--- src/rtl/mems_dac_spi_tx_if.sv ---
// rtl/mems_dac_spi_tx_if.sv - start/busy handshake and DAC pin bundle for mems_dac_spi_tx
interface mems_dac_spi_tx_if #(
  parameter int WORD_W = 24
);
  logic              start;
  logic [WORD_W-1:0] data;
  logic              busy;
  logic              frame_done;
  logic              spi_sclk;
  logic              spi_sync_n;
  logic              spi_mosi;
  logic [15:0]       frame_cnt;

  modport master (
    output start, data,
    input  busy, frame_done, spi_sclk, spi_sync_n, spi_mosi, frame_cnt
  );

  modport slave (
    input  start, data,
    output busy, frame_done, spi_sclk, spi_sync_n, spi_mosi, frame_cnt
  );
endinterface

--- src/rtl/mems_dac_spi_tx.sv ---
// rtl/mems_dac_spi_tx.sv - 24-bit SYNC_n-framed SPI transmitter for the MEMS mirror quad DAC
// Optional completed-frame counter enabled by MEMS_SPI_FRAME_CNT_EN.
module mems_dac_spi_tx #(
  parameter int CLK_DIV  = 4,
  parameter int SYNC_GAP = 4,
  parameter int WORD_W   = 24
) (
  input  logic               clk,
  input  logic               rst,
  mems_dac_spi_tx_if.slave   bus
);
  localparam int HW = $clog2(CLK_DIV + 1);
  localparam int GW = $clog2(SYNC_GAP + 1);
  localparam logic [HW-1:0] HALF_LOAD = HW'(CLK_DIV - 1);
  localparam logic [GW-1:0] GAP_LOAD  = GW'(SYNC_GAP - 1);
  localparam logic [4:0]    BIT_LOAD  = 5'(WORD_W - 1);

  typedef enum logic [2:0] {
    IDLE,
    SETUP,
    SHIFT_LO,
    SHIFT_HI,
    GAP
  } state_t;

  state_t            state_q, state_d;
  logic [HW-1:0]     hcnt_q, hcnt_d;
  logic [GW-1:0]     gcnt_q, gcnt_d;
  logic [4:0]        bit_q, bit_d;
  logic [WORD_W-1:0] shreg_q, shreg_d;
  logic              busy_q, busy_d;
  logic              done_q, done_d;
  logic              sclk_q, sclk_d;
  logic              sync_n_q, sync_n_d;
  logic              mosi_q, mosi_d;

  always_ff @(posedge clk) begin
    if (rst) begin
      state_q  <= IDLE;
      hcnt_q   <= '0;
      gcnt_q   <= '0;
      bit_q    <= '0;
      shreg_q  <= '0;
      busy_q   <= 1'b0;
      done_q   <= 1'b0;
      sclk_q   <= 1'b1;
      sync_n_q <= 1'b1;
      mosi_q   <= 1'b0;
    end else begin
      state_q  <= state_d;
      hcnt_q   <= hcnt_d;
      gcnt_q   <= gcnt_d;
      bit_q    <= bit_d;
      shreg_q  <= shreg_d;
      busy_q   <= busy_d;
      done_q   <= done_d;
      sclk_q   <= sclk_d;
      sync_n_q <= sync_n_d;
      mosi_q   <= mosi_d;
    end
  end

  // Next-state and next-output values; every output leaves through a register.
  always_comb begin
    state_d  = state_q;
    hcnt_d   = hcnt_q;
    gcnt_d   = gcnt_q;
    bit_d    = bit_q;
    shreg_d  = shreg_q;
    busy_d   = busy_q;
    sclk_d   = sclk_q;
    sync_n_d = sync_n_q;
    mosi_d   = mosi_q;
    done_d   = 1'b0;

    case (state_q)
      IDLE: begin
        busy_d   = 1'b0;
        sync_n_d = 1'b1;
        sclk_d   = 1'b1;
        mosi_d   = 1'b0;
        if (bus.start) begin
          state_d  = SETUP;
          shreg_d  = bus.data;
          bit_d    = BIT_LOAD;
          hcnt_d   = HALF_LOAD;
          busy_d   = 1'b1;
          sync_n_d = 1'b0;
          mosi_d   = bus.data[WORD_W-1];
        end
      end

      SETUP: begin
        if (hcnt_q == '0) begin
          state_d = SHIFT_LO;
          sclk_d  = 1'b0;
          hcnt_d  = HALF_LOAD;
        end else begin
          hcnt_d = hcnt_q - HW'(1);
        end
      end

      // MOSI advances on the rising edge so it settles a full half-period before the DAC samples.
      SHIFT_LO: begin
        if (hcnt_q == '0) begin
          state_d = SHIFT_HI;
          sclk_d  = 1'b1;
          hcnt_d  = HALF_LOAD;
          shreg_d = shreg_q << 1;
          mosi_d  = shreg_q[WORD_W-2];
        end else begin
          hcnt_d = hcnt_q - HW'(1);
        end
      end

      SHIFT_HI: begin
        if (hcnt_q == '0) begin
          if (bit_q == 5'd0) begin
            state_d  = GAP;
            sync_n_d = 1'b1;
            mosi_d   = 1'b0;
            done_d   = 1'b1;
            gcnt_d   = GAP_LOAD;
          end else begin
            state_d = SHIFT_LO;
            sclk_d  = 1'b0;
            hcnt_d  = HALF_LOAD;
            bit_d   = bit_q - 5'd1;
          end
        end else begin
          hcnt_d = hcnt_q - HW'(1);
        end
      end

      GAP: begin
        if (gcnt_q == '0) begin
          state_d = IDLE;
          busy_d  = 1'b0;
        end else begin
          gcnt_d = gcnt_q - GW'(1);
        end
      end

      default: begin
        state_d = IDLE;
      end
    endcase
  end

  assign bus.busy       = busy_q;
  assign bus.frame_done = done_q;
  assign bus.spi_sclk   = sclk_q;
  assign bus.spi_sync_n = sync_n_q;
  assign bus.spi_mosi   = mosi_q;

`ifdef MEMS_SPI_FRAME_CNT_EN
  logic [15:0] frame_cnt_q;

  always_ff @(posedge clk) begin
    if (rst) begin
      frame_cnt_q <= '0;
    end else if (done_d) begin
      frame_cnt_q <= frame_cnt_q + 16'd1;
    end
  end

  assign bus.frame_cnt = frame_cnt_q;
`else
  assign bus.frame_cnt = 16'h0000;
`endif

endmodule

--- src/flat_wrapper.sv ---
// flat-port wrapper written by rule: the top's interface ports become plain ports
module mems_dac_spi_tx_flat 
#(
  parameter int CLK_DIV  = 4,
  parameter int SYNC_GAP = 4,
  parameter int WORD_W   = 24
)
  (clk, rst, bus_start, bus_data, bus_busy, bus_frame_done, bus_spi_sclk, bus_spi_sync_n, bus_spi_mosi, bus_frame_cnt);
  mems_dac_spi_tx_if #(.WORD_W(WORD_W)) bus_i ();
  input  logic clk;
  input  logic rst;
  input wire logic [$bits(bus_i.start)-1:0] bus_start;
  input wire logic [$bits(bus_i.data)-1:0] bus_data;
  output wire logic [$bits(bus_i.busy)-1:0] bus_busy;
  output wire logic [$bits(bus_i.frame_done)-1:0] bus_frame_done;
  output wire logic [$bits(bus_i.spi_sclk)-1:0] bus_spi_sclk;
  output wire logic [$bits(bus_i.spi_sync_n)-1:0] bus_spi_sync_n;
  output wire logic [$bits(bus_i.spi_mosi)-1:0] bus_spi_mosi;
  output wire logic [$bits(bus_i.frame_cnt)-1:0] bus_frame_cnt;
  assign bus_i.start = bus_start;
  assign bus_i.data = bus_data;
  assign bus_busy = bus_i.busy;
  assign bus_frame_done = bus_i.frame_done;
  assign bus_spi_sclk = bus_i.spi_sclk;
  assign bus_spi_sync_n = bus_i.spi_sync_n;
  assign bus_spi_mosi = bus_i.spi_mosi;
  assign bus_frame_cnt = bus_i.frame_cnt;
  mems_dac_spi_tx #(.CLK_DIV(CLK_DIV), .SYNC_GAP(SYNC_GAP), .WORD_W(WORD_W)) u_core (.clk(clk), .rst(rst), .bus(bus_i));
endmodule
--- config.mk ---
export PLATFORM = sky130hd
export DESIGN_NAME = mems_dac_spi_tx_flat
export DESIGN_NICKNAME = d
export VERILOG_FILES = /design/src/rtl/mems_dac_spi_tx_if.sv /design/src/rtl/mems_dac_spi_tx.sv /design/src/flat_wrapper.sv
export SDC_FILE = /design/constraint.sdc
export NUM_CORES = 1
export LEC_CHECK = 0
export CORE_ASPECT_RATIO = 0.6
export CORE_MARGIN = 1
export CORE_UTILIZATION = 50
export DETAILED_ROUTE_END_ITERATION = 6
export PLACE_DENSITY = 0.88
export SYNTH_ARGS = -nofsm -noshare
export SYNTH_HDL_FRONTEND = slang
export SYNTH_SLANG_ARGS = --single-unit
--- constraint.sdc ---
create_clock -name clk -period 4.2 [get_ports clk]
set_input_delay 0.42 -clock clk [delete_from_list [all_inputs] [get_ports clk]]
set_output_delay 0.42 -clock clk [all_outputs]
set_load 0.02 [all_outputs]
==> impl_metrics.csv, run 1 <==
group,metric,value,unit
power_and_ir_drop,p_seq_share,42.9,%
setup_path,cp_max_fo,44,
global_routing,grt_pass1_vias,1422,
power_and_ir_drop,p_sw_share,28.3,%
cts,hold_buffers,0,
setup_path,slowest_stage,"a21o_1",
setup_path,reg2reg_from,"u_core.state_q[1]",
cts,cts_htree_levels,2,
synth,yosys_register_bits,42,
min_path,hp-class,"flop to flop",
routing,drtIter0Drc,174,
synth,netlist_top_cells_area,"dfxtp_1 (39%), mux2i_1 (11%), a211oi_1 (9.1%), buf_4 (6.6%), nor2_1 (5.9%)",
setup_path,critPathLaunchType,"flop",
floorplanning,die_w,86.8,µm
setup_path,worstSetupPathType,"flop to flop",
sta,tns,0,ps
setup_path,crit_start,"u_core.state_q[1]",
synth,yosysWarnings,0,
power_and_ir_drop,power_density,442,nW/µm²
synth,synthFlopType,"dfxtp_1",
global_routing,grt_pass1_wl,6890,µm
setup_path,end_kind,"flop",
power_and_ir_drop,power_frac_clock,34.8,%
floorplanning,start_util,52.3,%
finish,most-common-layout-cells,"dfxtp_1 (42), nor2_1 (34), clkdlybuf4s50_1 (31), a211oi_1 (26), mux2i_1 (24)",
synth,synth-xor-area-share,0,%
place,place_congestion,0.856,
cts,clockBufferDepth,2,
synth,syn_area,2160,µm²
synth,synth_top_area_share,39.0,%
finish,post-route-util,61.9,%
sta,max_slew_margin,16.4,%
routing,drcViolationCount,0,
setup_path,required,4410,ps
finish,nFillCells,352,
synth,ys_seq_area_share,39.0,%
cts,numCtsBuffers,5,
sta,max_freq,369,MHz
finish,multi_input_area,1130,µm²
global_routing,grt_max_degree,45,
finish,ff_latch_area,841,µm²
setup_path,slowest_delay,1020,ps
synth,synth_top_family_by_area,"compound AO/OA/AOI/OAI gates",
cts,clock_sinks,42,
global_routing,antenna_found_initial,0,
setup_path,cp_cell_sequence,"nor3b_2, buf_4, a21o_1, nor2_1, a211oi_1",
synth,netlist_instances,242,
sta,worst_pin_slew,1250,ps
floorplanning,core_area,4120,µm²
power_and_ir_drop,vdd_drop_max,0.212,mV
routing,num_vias,1753,
finish,mostFrequentLayoutCell,"dfxtp_1",
sta,period_needed,2710,ps
sta,finalHoldViolCount,0,
synth,avgSynthCellArea,8.91,µm²
global_routing,grt_usage,20.2,%
synth,ys_types,38,
finish,fin_nets,295,
floorplanning,num_rows,18,
routing,drtAntennaViolNets,0,
synth,synth_area_leader_cell,"dfxtp_1",
floorplanning,die_area,4590,µm²
place,place_hpwl,2940,µm
synth,yosys.area_share.adder,2.90,%
power_and_ir_drop,pwr-share-comb,22.2,%
power_and_ir_drop,intPower,0.000809,W
synth,muxShareOfSynthArea,11.1,%
synth,synth_edf_count,0,
routing,post_drt_wl_per_cell,13.6,µm
synth,synth-compound-area-share,18.6,%
setup_path,arrival,2920,ps
cts,path_clk_slew,80,ps
routing,via_per_inst,5.41,
synth,async_flop_share,0,%
run_status,outcome,"complete, no violations",
sta,rsz0062_at_grt,"false",
routing,wirelength,4400,µm
sta,fin_ws,1490,ps
min_path,hp-start,"u_core.hcnt_q[0]",
floorplanning,die_h,52.9,µm
run,drv_cap,0,
finish,fin_cells,324,
cts,cts_tree,"yes",
floorplanning,io-pin-count,48,
sta,post-route-period-util,64.6,%
sta,hold_slack,484,ps
place,dpl_worst_slack,1390,ps
power_and_ir_drop,power_switching,0.000319,W
cts,insertion_delay,290,ps
cts,cts_root_buf,"clkbuf_8",
place,portBuffers,31,
sta,slew_violations,0,
finish,areaGrowthSynthToFinish,18.3,%
routing,dr.pass1.iters,4,
synth,synthSimpleGateAreaFrac,16.9,%
cts,cts_setup_buffers,0,
power_and_ir_drop,leakagePower,0.952,nW
sta,setup_viol,0,
finish,drive_gt1_share,5.68,%
finish,antenna-diode-count,0,
cts,cts_resized,0,
global_routing,grt-ovfl-total,0,
sta,finalClockSkew,2.96,ps
place,placed_cells_incl_taps,316,
area by class of cell:
cell class                      instances  area share (%)
Inverter                                9            1.32
Clock inverter                          2            2.35
Clock buffer                            6            3.24
Sequential cell                        42            33.0
Timing Repair Buffer                   33            12.8
Multi-Input combinational cell        172            44.4
Tap cell                               60            2.94
through the flow:
stage,cell area (µm²),power [W]
2_1_floorplan,2210,0.000684
3_3_place_gp,2410,0.000728
3_5_place_dp,2410,0.000737
4_1_cts,2550,0.00113
5_1_grt,2550,0.00118
6_report,2550,0.00113
registers in the layout, summed over array words and instances, names as in the netlist:
name	flops
u_core.state_q	3
u_core.bus.frame_done	1
u_core.bit_q	5
u_core.gcnt_q	3
u_core.shreg_q	23
u_core.bus.busy	1
u_core.bus.spi_mosi	1
u_core.bus.spi_sclk	1
u_core.hcnt_q	3
u_core.bus.spi_sync_n	1
worst max-delay path, delay by kind of cell, from the launching register on:
family | cells | cell delay, ps
AOI/OAI and AO/OA | 2 | 1280
buffers and inverters | 1 | 380
DFF | 1 | 590
and+or+nand+nor | 2 | 350
worst paths after layout:
path	endpoint	slack, ps	cells past startpoint
setup / recovery	u_core.shreg_q[21]	1490	5
hold / removal	u_core.hcnt_q[0]	480	1
setup reg to reg	u_core.shreg_q[21]	1490	5
hold reg to reg	u_core.hcnt_q[0]	480	1
cells in the mapped netlist, drive strengths merged, types with 3 or more instances:
| master | number |
|---|---|
| nor2b | 3 |
| buf | 27 |
| dfxtp | 42 |
| nand2 | 7 |
| a21oi | 12 |
| clkbuf | 7 |
| inv | 9 |
| nor4 | 5 |
| mux2i | 24 |
| nor3 | 6 |
| a211oi | 26 |
| ha | 5 |
| nor2 | 34 |
| o21ai | 4 |
| a311oi | 3 |
| nor3b | 3 |
per-layer routing:
metal / vias to the layer above / GRT usage, % / routed length, µm
li1: 882 / - / -
met1: 799 / 29.9 / 2200
met2: 68 / 28.2 / 1850
met3: 4 / 5.62 / 317
met4: 0 / 5.83 / 25
met5: - / 0 / 0
power by group through the flow:
stage / registers (W) / clock network (W) / logic, W
floorplan: 0.000484 / 0 / 0.000200
global placement: 0.000490 / 0 / 0.000238
detailed placement: 0.000491 / 0 / 0.000246
CTS: 0.000483 / 0.000397 / 0.000249
global route: 0.000490 / 0.000415 / 0.000275
finish: 0.000484 / 0.000393 / 0.000251
logic make-up after synthesis:
group,count (synthesis)
and+or+nand+nor,70
AOI/OAI and AO/OA,57
buffers and inverters,43
DFF,42
muxes,24
adders and majority gates,5
other,1
Note: power is estimated with default switching activity, not from simulation.
==> inputs of run 2 (changes only) <==
Clock period 4.2 ns to 2.83 ns, I/O delays scaled along.
==> run 2 against run 1 <==
  * Fmax grew 29%
  * Clock power rose by 16%
  * Die area unchanged
  * Clock skew is essentially flat
  * Utilization is 0.52 points lower
  * Final cell count rose by 0.62%
  * Sequential power up 48%
==> impl_metrics.csv, run 2 (synthesis results as in run 1) <==
group,metric,value,unit
run_status,outcome,"complete, no violations",
cts,cts_htree_levels,2,
routing,drcViolationCount,0,
floorplanning,die_w,86.8,µm
setup_path,rrSetupSlack,720,ps
floorplanning,die_h,52.9,µm
finish,antenna-diode-count,0,
setup_path,worstSetupPathType,"flop to flop",
finish,regMostFlops,"u_core.shreg_q",
setup_path,arrival,2300,ps
finish,drive_gt1_share,5.64,%
routing,via_per_inst,5.33,
power_and_ir_drop,power_density,611,nW/µm²
finish,areaGrowthSynthToFinish,17.4,%
power_and_ir_drop,vdd_drop_max,0.247,mV
routing,dr_wl_met2,1810,µm
run,drv_cap,0,
routing,post_drt_wl_per_cell,13.0,µm
setup_path,cp_cell_sequence,"inv_1, nor4_1, o22ai_1, a221oi_1",
sta,post-route-period-util,74.4,%
cts,cts_setup_buffers,0,
finish,mostFrequentLayoutCell,"dfxtp_1",
cts,cts_tree,"yes",
place,portBuffers,31,
routing,wl_met1,2120,µm
min_path,hp-class,"flop to flop",
floorplanning,io-pin-count,48,
setup_path,critPathTopFamily,"flip-flops",
cts,clock_sinks,42,
global_routing,grt-ovfl-total,0,
finish,nFillCells,379,
cts,insertion_delay,290,ps
setup_path,cp_max_fo,14,
setup_path,slowest_delay,660,ps
setup_path,path_buf_inv,1,
power_and_ir_drop,fin_total_pwr,0.00154,W
sta,max_slew_margin,58.0,%
sta,finalClockSkew,3.23,ps
finish,largest_reg_flops,23,
setup_path,critPathLaunchType,"flop",
global_routing,grt_pass1_vias,1495,
sta,period_needed,2110,ps
place,place_hpwl,3040,µm
power_and_ir_drop,leakagePower,0.943,nW
floorplanning,die_area,4590,µm²
cts,path_clk_slew,70,ps
setup_path,required,3020,ps
sta,worst_pin_slew,629,ps
cts,hold_buffers,0,
floorplanning,core_area,4120,µm²
global_routing,grt_max_degree,45,
sta,hold_slack,480,ps
floorplanning,start_util,52.3,%
finish,reg_top3,"u_core.shreg_q (23), u_core.bit_q (5)",
setup_path,end_kind,"flop",
sta,finalHoldViolCount,0,
cts,cts_root_buf,"clkbuf_8",
global_routing,antenna_found_initial,0,
finish,most-common-layout-cells,"dfxtp_1 (42), nor2_1 (34), clkdlybuf4s50_1 (31), a211oi_1 (26), mux2i_1 (24)",
routing,num_vias,1736,
global_routing,grt_usage,19.7,%
cts,cts_resized,0,
global_routing,grt_pass1_wl,6780,µm
cts,numCtsBuffers,5,
finish,fin_nets,297,
sta,setup_viol,0,
cts,clockBufferDepth,2,
routing,wirelength,4230,µm
routing,dr.pass1.iters,4,
routing,drtAntennaViolNets,0,
sta,slew_violations,0,
setup_path,slowest_stage,"dfxtp_1",
sta,rsz0062_at_grt,"false",
floorplanning,num_rows,18,
place,place_congestion,0.771,
sta,tns,0,ps
sta,max_freq,475,MHz
routing,drtIter0Drc,126,
routing,highest_layer,"met4",
routing,met3_length,289,µm
run 2: path summary, 6_finish.rpt:
path | start | endpoint | depth (start not counted)
min | u_core.hcnt_q[0] | u_core.hcnt_q[0] | 1
max | u_core.state_q[2] | u_core.gcnt_q[1] | 4
max reg2reg | u_core.state_q[2] | u_core.gcnt_q[1] | 4
min reg2reg | u_core.hcnt_q[0] | u_core.hcnt_q[0] | 1
run 2: cell type report:
type                    instances  area [µm²]  share of cell area, %
clock buffers                   7        76.3                   3.02
clock inverters                 1        30.0                   1.19
inverters                       9        33.8                   1.34
multi-input cells             172        1130                   44.8
flip-flops and latches         42         841                   33.2
well taps                      60        75.1                   2.97
repair buffers                 35         340                   13.5
run 2: routing by layer:
layer / global-route usage (%) / vias up
met4: 6.67 / 0
met5: 0 / -
met3: 5.15 / 2
met1: 27.8 / 780
li1: - / 891
met2: 29.2 / 63
run 2: metrics by stage:
step	instances	utilization (%)	instance area (µm²)	worst slack, ps
after floorplan	257	-	2210	1170
after global placement	318	58.8	2420	768
after detailed placement	318	58.8	2420	641
after CTS	326	61.4	2530	765
after global routing	326	61.4	2530	512
final	326	61.4	2530	723
run 2: report_power, final:
part	switching (W)	total, W	leakage (nW)	internal [W]
sequential	0.0000539	0.000716	0.347	0.000662
combinational	0.000208	0.000372	0.544	0.000164
clock	0.000192	0.000456	0.0524	0.000264
run 2: worst reg2reg max path, delay by kind of cell (launching register included):
kind	cells	cell delay, ps
DFF	1	660
and+or+nand+nor	1	540
AOI/OAI and AO/OA	2	510
buffers and inverters	1	310
